### config.mk
export PLATFORM = sky130hd
export DESIGN_NAME = lvds_link_tester
export DESIGN_NICKNAME = d
export VERILOG_FILES = /design/src/rtl/lvds_link_tester.sv
export SDC_FILE = /design/constraint.sdc
export NUM_CORES = 1
export LEC_CHECK = 0
export CORE_ASPECT_RATIO = 0.7
export CORE_MARGIN = 1
export CORE_UTILIZATION = 60
export CTS_BUF_LIST = sky130_fd_sc_hd__clkbuf_4 sky130_fd_sc_hd__clkbuf_8
export CTS_CLUSTER_SIZE = 12
export DETAILED_ROUTE_END_ITERATION = 10
export DONT_BUFFER_PORTS = 1
export PLACE_DENSITY = 0.76
export SLEW_MARGIN = 5
export SYNTH_ARGS = -nofsm -noshare
export SYNTH_HDL_FRONTEND = slang
export SYNTH_SLANG_ARGS = --single-unit
### constraint.sdc
create_clock -name clk_in -period 3.4 [get_ports clk_in]
set_clock_uncertainty 0.05 [all_clocks]
set_input_delay 0.34 -clock clk_in [delete_from_list [all_inputs] [get_ports clk_in]]
set_output_delay 0.34 -clock clk_in [all_outputs]
set_load 0.02 [all_outputs]
### src/rtl/lvds_link_tester.sv
// Multi-lane LVDS loopback tester: rotating-pattern TX, latency search and per-lane error counting.
// Optional error injection (input err_inject) is enabled by defining LVDS_ERR_INJECT_EN.
module lvds_link_tester #(
    parameter int LANES     = 2,
    parameter int PATTERN_W = 8,
    parameter int DIV       = 5,
    parameter int MAX_LAT   = 8,
    parameter int ERR_W     = 16
) (
    input  logic                   clk_in,
    input  logic                   reset_n,
    input  logic                   enable,
    input  logic [PATTERN_W-1:0]   pattern,
    input  logic                   clear_err,
    output logic [LANES-1:0]       tx_bit,
    input  logic [LANES-1:0]       rx_bit,
    output logic                   bit_tick,
    output logic [LANES-1:0]       locked,
    output logic [LANES*ERR_W-1:0] err_count
`ifdef LVDS_ERR_INJECT_EN
    ,
    input  logic [LANES-1:0]       err_inject
`endif
);

    localparam int CNT_W  = $clog2(DIV);
    localparam int HIST_D = MAX_LAT + 2;
    localparam int OFF_W  = (MAX_LAT > 1) ? $clog2(MAX_LAT) : 1;
    localparam int TAP_W  = $clog2(HIST_D);
    localparam int RUN_W  = $clog2(2 * PATTERN_W);

    typedef enum logic {ST_SEARCH = 1'b0, ST_LOCKED = 1'b1} lane_state_t;

    logic [CNT_W-1:0]     div_cnt;
    logic                 sample_en;
    logic [PATTERN_W-1:0] sr;
    logic [LANES-1:0]     tx_raw;
    logic [LANES-1:0]     tx_inv;
    logic [LANES-1:0]     rx_s1, rx_s2;

    // NOTE: every clocked block uses non-blocking assignments so all flops update together.
    always_ff @(posedge clk_in) begin
        if (!reset_n || !enable)
            div_cnt <= '0;
        else if (div_cnt == CNT_W'(DIV - 1))
            div_cnt <= '0;
        else
            div_cnt <= div_cnt + 1'b1;
    end

    assign bit_tick  = enable && (div_cnt == CNT_W'(DIV - 1));
    assign sample_en = enable && (div_cnt == CNT_W'(DIV / 2));

    always_ff @(posedge clk_in) begin
        if (!reset_n || !enable)
            sr <= pattern;
        else if (bit_tick)
            sr <= (sr << 1) | (sr >> (PATTERN_W - 1));
    end

`ifdef LVDS_ERR_INJECT_EN
    logic [LANES-1:0] inj_pend, inj_act;

    // A request waits for the next bit boundary, then inverts one whole bit.
    always_ff @(posedge clk_in) begin
        if (!reset_n || !enable) begin
            inj_pend <= '0;
            inj_act  <= '0;
        end else if (bit_tick) begin
            inj_act  <= inj_pend;
            inj_pend <= err_inject & ~inj_pend & ~inj_act;
        end else begin
            inj_pend <= inj_pend | (err_inject & ~inj_act);
        end
    end

    assign tx_inv = inj_act;
`else
    assign tx_inv = '0;
`endif

    always_ff @(posedge clk_in) begin
        if (!reset_n) begin
            tx_bit <= '0;
            rx_s1  <= '0;
            rx_s2  <= '0;
        end else begin
            tx_bit <= tx_raw ^ tx_inv;
            rx_s1  <= rx_bit;
            rx_s2  <= rx_s1;
        end
    end

    for (genvar i = 0; i < LANES; i++) begin : g_lane
        localparam int POS   = PATTERN_W - 1 - (i % PATTERN_W);
        // Push the bit three periods ahead so tap 2 is the bit on the wire now.
        localparam int AHEAD = (POS + 3 * PATTERN_W - 3) % PATTERN_W;

        logic [HIST_D-1:0] hist;
        lane_state_t       state, state_n;
        logic [RUN_W-1:0]  run, run_n;
        logic [OFF_W-1:0]  offset, offset_n;
        logic [1:0]        miss, miss_n;
        logic [ERR_W-1:0]  err, err_n;
        logic [TAP_W-1:0]  tap;
        logic              match;

        assign tx_raw[i] = sr[POS];
        assign tap       = TAP_W'(offset) + TAP_W'(2);
        assign match     = (rx_s2[i] == hist[tap]);

        // NOTE: the history is a short shift register, so it is reset with the rest of the lane.
        always_ff @(posedge clk_in) begin
            if (!reset_n)
                hist <= '0;
            else if (bit_tick)
                hist <= {hist[HIST_D-2:0], sr[AHEAD]};
        end

        always_ff @(posedge clk_in) begin
            if (!reset_n) begin
                state  <= ST_SEARCH;
                run    <= '0;
                offset <= '0;
                miss   <= '0;
                err    <= '0;
            end else begin
                state  <= state_n;
                run    <= run_n;
                offset <= offset_n;
                miss   <= miss_n;
                err    <= err_n;
            end
        end

        always_comb begin
            // NOTE: hold-current defaults first, so no path through this block infers a latch.
            state_n  = state;
            run_n    = run;
            offset_n = offset;
            miss_n   = miss;
            err_n    = err;
            if (!enable) begin
                state_n = ST_SEARCH;
                run_n   = '0;
                miss_n  = '0;
            end else if (sample_en) begin
                case (state)
                    ST_SEARCH: begin
                        if (match) begin
                            if (run == RUN_W'(2 * PATTERN_W - 1)) begin
                                state_n = ST_LOCKED;
                                run_n   = '0;
                                miss_n  = '0;
                            end else begin
                                run_n = run + 1'b1;
                            end
                        end else begin
                            run_n    = '0;
                            offset_n = (offset == OFF_W'(MAX_LAT - 1)) ? '0 : offset + 1'b1;
                        end
                    end
                    ST_LOCKED: begin
                        if (match) begin
                            miss_n = '0;
                        end else begin
                            if (err != {ERR_W{1'b1}})
                                err_n = err + 1'b1;
                            if (miss == 2'd3) begin
                                state_n = ST_SEARCH;
                                run_n   = '0;
                                miss_n  = '0;
                            end else begin
                                miss_n = miss + 1'b1;
                            end
                        end
                    end
                    default: state_n = ST_SEARCH;
                endcase
            end
            if (clear_err)
                err_n = '0;
        end

        assign locked[i]                  = (state == ST_LOCKED);
        assign err_count[i*ERR_W +: ERR_W] = err;
    end

endmodule
==> out/summary.txt, run 1 <==
Status: finished, final reports clean
Synth Register Bits: 89
Top-area cell type share of the netlist area: 0.364
Hold Vio Cnt, Final: 0
FF-to-FF setup slack: 420 ps
Seq pwr share: 0.579
Commonest cells post-synth: nand2_1, dfxtp_1, a21oi_1
Start point of the worst hold path: rx_bit[0]
RSZ-0062 raised after global routing: no
Remaining antenna violation count: 0
Largest net degree at the start of global routing: 43
Most common cell in the netlist: nand2_1
Area leader, netlist: dfxtp_1
Reg2reg start: g_lane[1].offset[1]
Placer Congestion: 0.880
Power per cell area: 399 nW/µm²
Top delay family on crit path: compound AO/OA/AOI/OAI gates
Core footprint: 6980 µm²
H-tree depth: 3
Vias in the first global route: 3,435
DR WL/cell: 16.0 µm
Top FF cell, synth: dfxtp_1
Reg2Reg Depth: 7
CTS buffer count: 9
Die Height: 74.1 µm
Area grow syn2layout: 5.16%
Relative slew slack: 0.251
Fin worst setup slack: 418 ps
Clk sinks: 89
Post-layout min period: 2980 ps
YS warnings: 0
Unique masters post-synth: 57
Gate Count Post-Synth: 524
Pint: 1.47 mW
Achievable Freq: 335 MHz
Total GRT Usage: 0.262
Worst path depth: 7
Sw Share: 0.216
Nets: 542
Cell Chain, Critical Path: ha_1 > mux2_2 > o22ai_1 > o21ai_0 > xnor2_1 > nor3_1 > mux2i_1
# diodes: 0
CP max FO: 8
Post-Syn Area: 4460 µm²
I/O Buffers: 0
Max-cap violations: 0
Worst Tran Pin Value: 1120 ps
Hold Path Stages: 1
Worst VDD drop: 260 µV
Pleak: 1.61 nW
# Post-CTS Setup Buffers: 0
Mapped Avg Cell Area: 8.51 µm²
Initial antenna violation count: 0
CP bufs+invs: 0
GRT overflow: 0
Final Max Slew Viols: 0
Clk_lat worst skew: 350 ps
Maximum clock insertion buffer count: 2
Crit Path Category: reg -> reg
Utilization after layout: 0.672
DR pass1 iterations: 5
Die area: 7790 µm²
Root Buffer: clkbuf_8
Hold_buf cts: 0
Comb power frac: 0.025
Sw power: 403 µW
Num ports: 51
Crit path launch type: flip-flop
Setup Slack @ Placement: 505 ps
Hold Path End: rx_s1[0]
Global-route wire length before repair: 16,300 µm
Crit path required time: 3610 ps
Fin crit share: 0.877
Clock transition at path regs: 80 ps
FP Rows: 25
Dpl hpwl: 6920 µm
DRT iter0 DRCs: 301
Arrival @ worst endpoint: 3200 ps
EDFF count, synth: 8
CP peak stage delay: 470 ps
Crit. End Element: flip-flop
Clock power share: 0.395
Top cells by area, synth: dfxtp_1, nand2_1, edfxtp_1, ha_1, a21oi_1
Worst hold path type: in -> reg
Post-Syn Nets: 553
Post-CTS sizing: 0
Setup violators final: 0
Setup TNS: 0 ps
CTS tree: built
Die Wd: 105 µm
Sequential area share after synthesis: 0.417
Vias per inst: 6.15
Post-Route WL: 9810 µm
Starting density of the core: 0.639
DRC errors left: 0
CP max-delay cell: nor3_1
Share of cells above drive strength 1: 0.0618
Async SR Flop Fraction: 0
Vias: 3,765
Worst reg2reg path endpoint: g_lane[1].offset[0]
==> power groups by stage <==
| stage | Clock [mW] | Sequential, mW | Combinational, mW |
|---|---|---|---|
| after floorplan | 0 | 1.10 | 0.0436 |
| after global placement | 0 | 1.11 | 0.0452 |
| after detailed placement | 0 | 1.11 | 0.0469 |
| after CTS | 0.750 | 1.08 | 0.0473 |
| after global routing | 0.792 | 1.09 | 0.0528 |
| final | 0.740 | 1.08 | 0.0473 |
==> layer usage <==
| layer | part of all wire | track usage |
|---|---|---|
| met2 | 0.44 | 0.414 |
| met1 | 0.50 | 0.367 |
| met5 | 0 | 0 |
| met4 | 0.0052 | 0.0657 |
| met3 | 0.059 | 0.0640 |
==> how the worst max path moves through the flow <==
stage,slack [ps],start,to
final,420,g_lane[1].offset[1],g_lane[1].offset[0]
after global routing,150,g_lane[1].offset[1],g_lane[1].offset[0]
after CTS,470,g_lane[1].offset[1],g_lane[1].offset[0]
after detailed placement,510,g_lane[1].offset[1],g_lane[1].err[8]
after global placement,600,g_lane[1].offset[1],g_lane[1].err[4]
after floorplan,850,g_lane[1].offset[1],g_lane[1].offset[0]
==> worst reg2reg max path, delay by kind of cell (launching register included) <==
kind                     cells  cell delay [ps]
AO/OA/AOI/OAI                2              680
XOR/XNOR                     1              270
adder cells (fa/ha/maj)      1              430
flip-flops                   1              410
multiplexers                 2              610
AND/OR/NAND/NOR              1              470
==> flip-flops by register name, indices dropped and copies added (netlist names) <==
register / cells
g_lane.state: 2
g_lane.run: 8
rx_s1: 2
g_lane.miss: 4
g_lane.offset: 6
div_cnt: 3
sr: 8
rx_s2: 2
tx_bit: 2
g_lane.hist: 20
g_lane.err: 32
==> cell families (layout without fill, tap and decap cells) <==
kind of cell / count (synthesis) / after routing / synth area share
mux: 15 / 15 / 0.0429
fa+ha+maj: 15 / 15 / 0.0421
flops: 89 / 89 / 0.417
compound gates: 126 / 126 / 0.184
simple gates: 234 / 234 / 0.264
xor+xnor: 5 / 5 / 0.00982
buf+inv: 40 / 34 / 0.0393
==> stage by stage <==
stage | instance area (µm²) | hold slack (ps) | power (mW) | cells
floorplan | 4460 | 362 | 1.15 | 524
global placement | 4490 | 365 | 1.15 | 596
finish | 4690 | 71.7 | 1.87 | 612
detailed placement | 4490 | 369 | 1.16 | 596
global route | 4690 | 60.3 | 1.93 | 612
CTS | 4690 | 65.4 | 1.88 | 612
==> cells in the final DEF (no fill, tap or decap), types with 7 or more instances in the layout <==
cell / instances
nor3_1: 7
clkbuf_8: 10
nand3_1: 17
nand2_1: 107
o21ai_0: 26
a21boi_0: 20
dfxtp_1: 81
edfxtp_1: 8
nor2_1: 17
mux2i_1: 9
nand4_1: 11
and2_1: 12
o31ai_1: 11
inv_1: 14
ha_1: 15
or4_1: 13
a21oi_1: 33
o211ai_1: 8
or3_1: 16
==> final cells by class <==
cell class,instances,area (µm²)
clock inverters,4,52.6
flip-flops and latches,89,1860
fillers,554,2280
inverters,14,52.6
multi-input cells,395,2420
clock buffers,12,153
well taps,94,118
repair buffers,4,30.0
Power figures use the tool's default switching activity.
==> run 2, diff against run 1 <==
CORE_UTILIZATION = 56   (was 60)
PLACE_DENSITY = 0.71   (was 0.76)
==> out/summary.txt, run 2 (synthesis results as in run 1) <==
Max-cap violations: 0
Biggest register: g_lane.err
DR WL/cell: 15.7 µm
Commonest non-fill, non-tap cell in the layout: nand2_1
Area grow syn2layout: 5.89%
CP max-delay cell: nor3_1
Crit path required time: 3640 ps
Vias per inst: 5.98
Die Wd: 109 µm
Clk_lat worst skew: 360 ps
Pleak: 1.62 nW
Share of cells above drive strength 1: 0.0636
CTS buffer count: 9
Clk sinks: 89
Post-CTS sizing: 0
Power per cell area: 412 nW/µm²
Core footprint: 7510 µm²
Dpl hpwl: 6970 µm
Starting density of the core: 0.594
Fin crit share: 0.880
# diodes: 0
Clock transition at path regs: 80 ps
Final Max Slew Viols: 0
Die Height: 76.7 µm
Placer Congestion: 0.855
Commonest cells after routing, fill and taps aside: nand2_1, dfxtp_1, a21oi_1, o21ai_0, a21boi_0
Hold Vio Cnt, Final: 0
Relative slew slack: 0.449
Initial antenna violation count: 0
Remaining antenna violation count: 0
Achievable Freq: 334 MHz
Status: finished, final reports clean
Vias in the first global route: 3,448
GRT overflow: 0
Num ports: 51
CP max FO: 8
Biggest regs: g_lane.err (32), g_lane.hist (20)
Setup TNS: 0 ps
Largest net degree at the start of global routing: 43
RSZ-0062 raised after global routing: no
H-tree depth: 3
Setup violators final: 0
DRC errors left: 0
Crit path launch type: flip-flop
Worst VDD drop: 298 µV
Global-route wire length before repair: 16,600 µm
Total GRT Usage: 0.253
Worst Tran Pin Value: 824 ps
DRT iter0 DRCs: 270
Hold_buf cts: 0
Root Buffer: clkbuf_8
Post-layout min period: 2990 ps
Crit Path Category: reg -> reg
# Post-CTS Setup Buffers: 0
CTS tree: built
Die area: 8330 µm²
CP peak stage delay: 490 ps
Worst hold margin: 49.7 ps
Maximum clock insertion buffer count: 2
Nets: 543
I/O Buffers: 0
Post-Route WL: 9720 µm
Max reg flops: 32
Vias: 3,689
DR pass1 iterations: 5
Worst hold path type: in -> reg
Crit. End Element: flip-flop
Arrival @ worst endpoint: 3240 ps
Cell Chain, Critical Path: ha_1 > mux2_2 > o22ai_1 > o21ai_0 > xnor2_1 > nor3_1 > mux2i_1
FP Rows: 26
[run 2: cell count changes in the layout (fill, tap and decap cells not counted), sizes merged]
| cell | delta |
|---|---|
| bufinv | +1 |
| buf | +1 |
| clkbuf | +1 |
| clkinv | -2 |
[run 2: final timing paths]
check	startpoint	to	slack, ps	depth (start not counted)
worst max-delay path	g_lane[1].offset[1]	g_lane[1].offset[1]	410	7
worst min-delay path	rx_bit[0]	rx_s1[0]	50	1
worst max register to register	g_lane[1].offset[1]	g_lane[1].offset[1]	410	7
worst min register to register	rx_s1[0]	rx_s2[0]	410	1
[run 2: final cells by class]
type                            count  area, µm²
Tap cell                           98        123
Clock inverter                      3       65.1
Timing Repair Buffer                5       37.5
Multi-Input combinational cell    395       2420
Sequential cell                    89       1860
Inverter                           14       52.6
Clock buffer                       13        160
Fill cell                         677       2790
[run 2: worst max-delay path: cells and delay by family, from the launching register on]
family | cells | cell delay, ps
XOR/XNOR | 1 | 260
adder cells (fa/ha/maj) | 1 | 410
AND/OR/NAND/NOR | 1 | 490
AO/OA/AOI/OAI | 2 | 710
flip-flops | 1 | 400
multiplexers | 2 | 610
[run 2: routing by layer]
metal,GRT usage,wire (µm)
met1,0.369,5040
met2,0.360,4110
met3,0.0706,475
met4,0.0743,100
met5,0,0
[run 2: per-stage QoR]
step	area (µm²)	instances	setup WS, ps	power, mW	utilization
floorplan	4460	524	852	1.15	-
global placement	4500	601	614	1.16	0.599
detailed placement	4500	601	481	1.16	0.599
CTS	4720	617	446	1.97	0.629
global route	4720	617	141	2.02	0.629
finish	4720	617	407	1.95	0.629
[run 2: report_power, final]
part | internal, mW | total, mW | switching, mW
clock | 0.458 | 0.813 | 0.355
sequential | 1.07 | 1.08 | 0.0118
combinational | 0.0175 | 0.0489 | 0.0314
==> run 3, diff against run 2 <==
PLACE_DENSITY = 0.74   (was 0.71)
clock period = 2.4 ns   (was 3.4 ns; I/O delays follow)
==> out/summary.txt, run 3 (synthesis results as in run 1) <==
# diodes: 0
Power per cell area: 486 nW/µm²
Hold Path End: sr[0]
Start point of the worst hold path: pattern[0]
Max reg flops: 32
Setup Slack @ Placement: -69.0 ps
Max-cap violations: 0
Core footprint: 7510 µm²
Post-Route WL: 10,500 µm
Final Max Slew Viols: 0
Pwr Total: 2.54 mW
Clk_lat worst skew: 370 ps
Crit path required time: 2660 ps
DR WL/cell: 16.1 µm
Post-layout min period: 2380 ps
Reg2reg start: g_lane[0].offset[0]
Num ports: 51
DR pass1 iterations: 5
Remaining antenna violation count: 0
GRT overflow: 0
Achievable Freq: 419 MHz
Utilization after layout: 0.695
Nets: 580
Dpl hpwl: 6880 µm
I/O Buffers: 0
Arrival @ worst endpoint: 2650 ps
Die Wd: 109 µm
CTS tree: built
Clock transition at path regs: 90 ps
Setup violators final: 0
Placer Congestion: 0.813
Worst VDD drop: 436 µV
Post-route cell area: 5220 µm²
Hold Path Stages: 2
DRC errors left: 0
Hold Vio Cnt, Final: 0
Crit path launch type: flip-flop
Area grow syn2layout: 17.1%
Commonest cells after routing, fill and taps aside: nand2_1, dfxtp_1, buf_4, a21oi_1, o21ai_0
Vias: 3,968
Pleak: 1.83 nW
Share of cells above drive strength 1: 0.174
RSZ-0062 raised after global routing: yes
Root Buffer: clkbuf_8
Vias per inst: 6.07
Vias in the first global route: 3,589
Starting density of the core: 0.594
CTS buffer count: 9
Worst hold path type: in -> reg
Worst reg2reg path endpoint: g_lane[0].err[13]
Die Height: 76.7 µm
Clk sinks: 89
Die area: 8330 µm²
FP Rows: 26
Placed Area: 4650 µm²
Maximum clock insertion buffer count: 2
H-tree depth: 3
Largest net degree at the start of global routing: 38
Status: finished, final reports clean
Total GRT Usage: 0.258
DRT iter0 DRCs: 371
Crit Path Category: reg -> reg
Fin worst setup slack: 15.7 ps
Global-route wire length before repair: 16,900 µm
Worst hold margin: 15.7 ps
Initial antenna violation count: 0
CP max FO: 5
Crit. End Element: flip-flop
FF-to-FF setup slack: 20 ps
Commonest non-fill, non-tap cell in the layout: nand2_1
Relative slew slack: 0.254
Reg2Reg Depth: 7
Fill cell count: 611
Biggest register: g_lane.err
Biggest regs: g_lane.err (32), g_lane.hist (20)
Worst Tran Pin Value: 1110 ps
Fin crit share: 0.993
run 3: changes by cell type in the layout (fill, tap and decap cells not counted), moves of 3 or more:
| cell | previous run | this run |
|---|---|---|
| dfxtp_1 | 81 | 77 |
| buf_4 | 5 | 28 |
| nor3_1 | 7 | 4 |
| a21oi_1 | 33 | 25 |
| or3_1 | 16 | 13 |
| a21oi_2 | 0 | 8 |
| dfxtp_2 | 0 | 3 |
| dlygate4sd3_1 | 0 | 10 |
| or3_4 | 0 | 3 |
| or4_4 | 0 | 8 |
| or4_1 | 13 | 5 |
run 3: area by class of cell:
type	instances	area (µm²)	share of cell area
clock inverters	5	22.5	0.00431
inverters	14	52.6	0.0101
multi-input cells	395	2630	0.503
clock buffers	11	139	0.0266
well taps	98	123	0.0235
repair buffers	42	390	0.0747
flip-flops and latches	89	1870	0.358
run 3: layer usage:
metal  track usage  vias to the layer above  part of all wire
li1              -                     1959                 -
met1         0.370                     1883              0.49
met2         0.372                      108              0.43
met3        0.0689                       18             0.056
met4        0.0892                        0             0.015
met5             0                        -                 0
run 3: per-stage QoR:
step	std cells	TNS (ps)
final	654	0
after detailed placement	615	-489
after global routing	654	-589
after global placement	615	0
after CTS	645	-13.7
after floorplan	524	0
run 3: report_power, final:
| group | switching [mW] | leakage [nW] | internal [mW] |
|---|---|---|---|
| Sequential | 0.0160 | 0.739 | 1.52 |
| Clock | 0.521 | 0.0888 | 0.388 |
| Combinational | 0.0573 | 0.998 | 0.0380 |
| Total | 0.594 | 1.83 | 1.94 |
run 3: worst max path at each step:
stage,cells after the start,start,slack [ps],end
after CTS,8,g_lane[1].offset[2],-10,g_lane[1].err[3]
final,7,g_lane[0].offset[0],20,g_lane[0].err[13]
after global routing,10,g_lane[1].offset[1],-80,g_lane[1].run[0]
after detailed placement,6,g_lane[0].offset[0],-70,g_lane[0].err[8]
after global placement,8,g_lane[1].offset[2],7,g_lane[1].err[4]
after floorplan,8,g_lane[1].offset[1],30,g_lane[1].err[10]
run 3: worst max-delay path, stage by stage, from the launching register on:
cell and delay (ps):
dfxtp_4 380, mux4_2 530, o21bai_4 200, mux2i_4 300, o211ai_1 160, buf_4 170
or4_4 430, a21oi_2 120
run 3: what timing repair did:
| item | 4_1_cts | 5_1_grt |
|---|---|---|
| hold buffers | 10 | 0 |
| setup buffers | 3 | 8 |
| endpoints found under the hold margin | 39 | 0 |
| pin swaps | 8 | 37 |
| gates resized for setup | 6 | 38 |
| endpoints found under the setup margin | 12 | 33 |
| gates cloned | 1 | 1 |
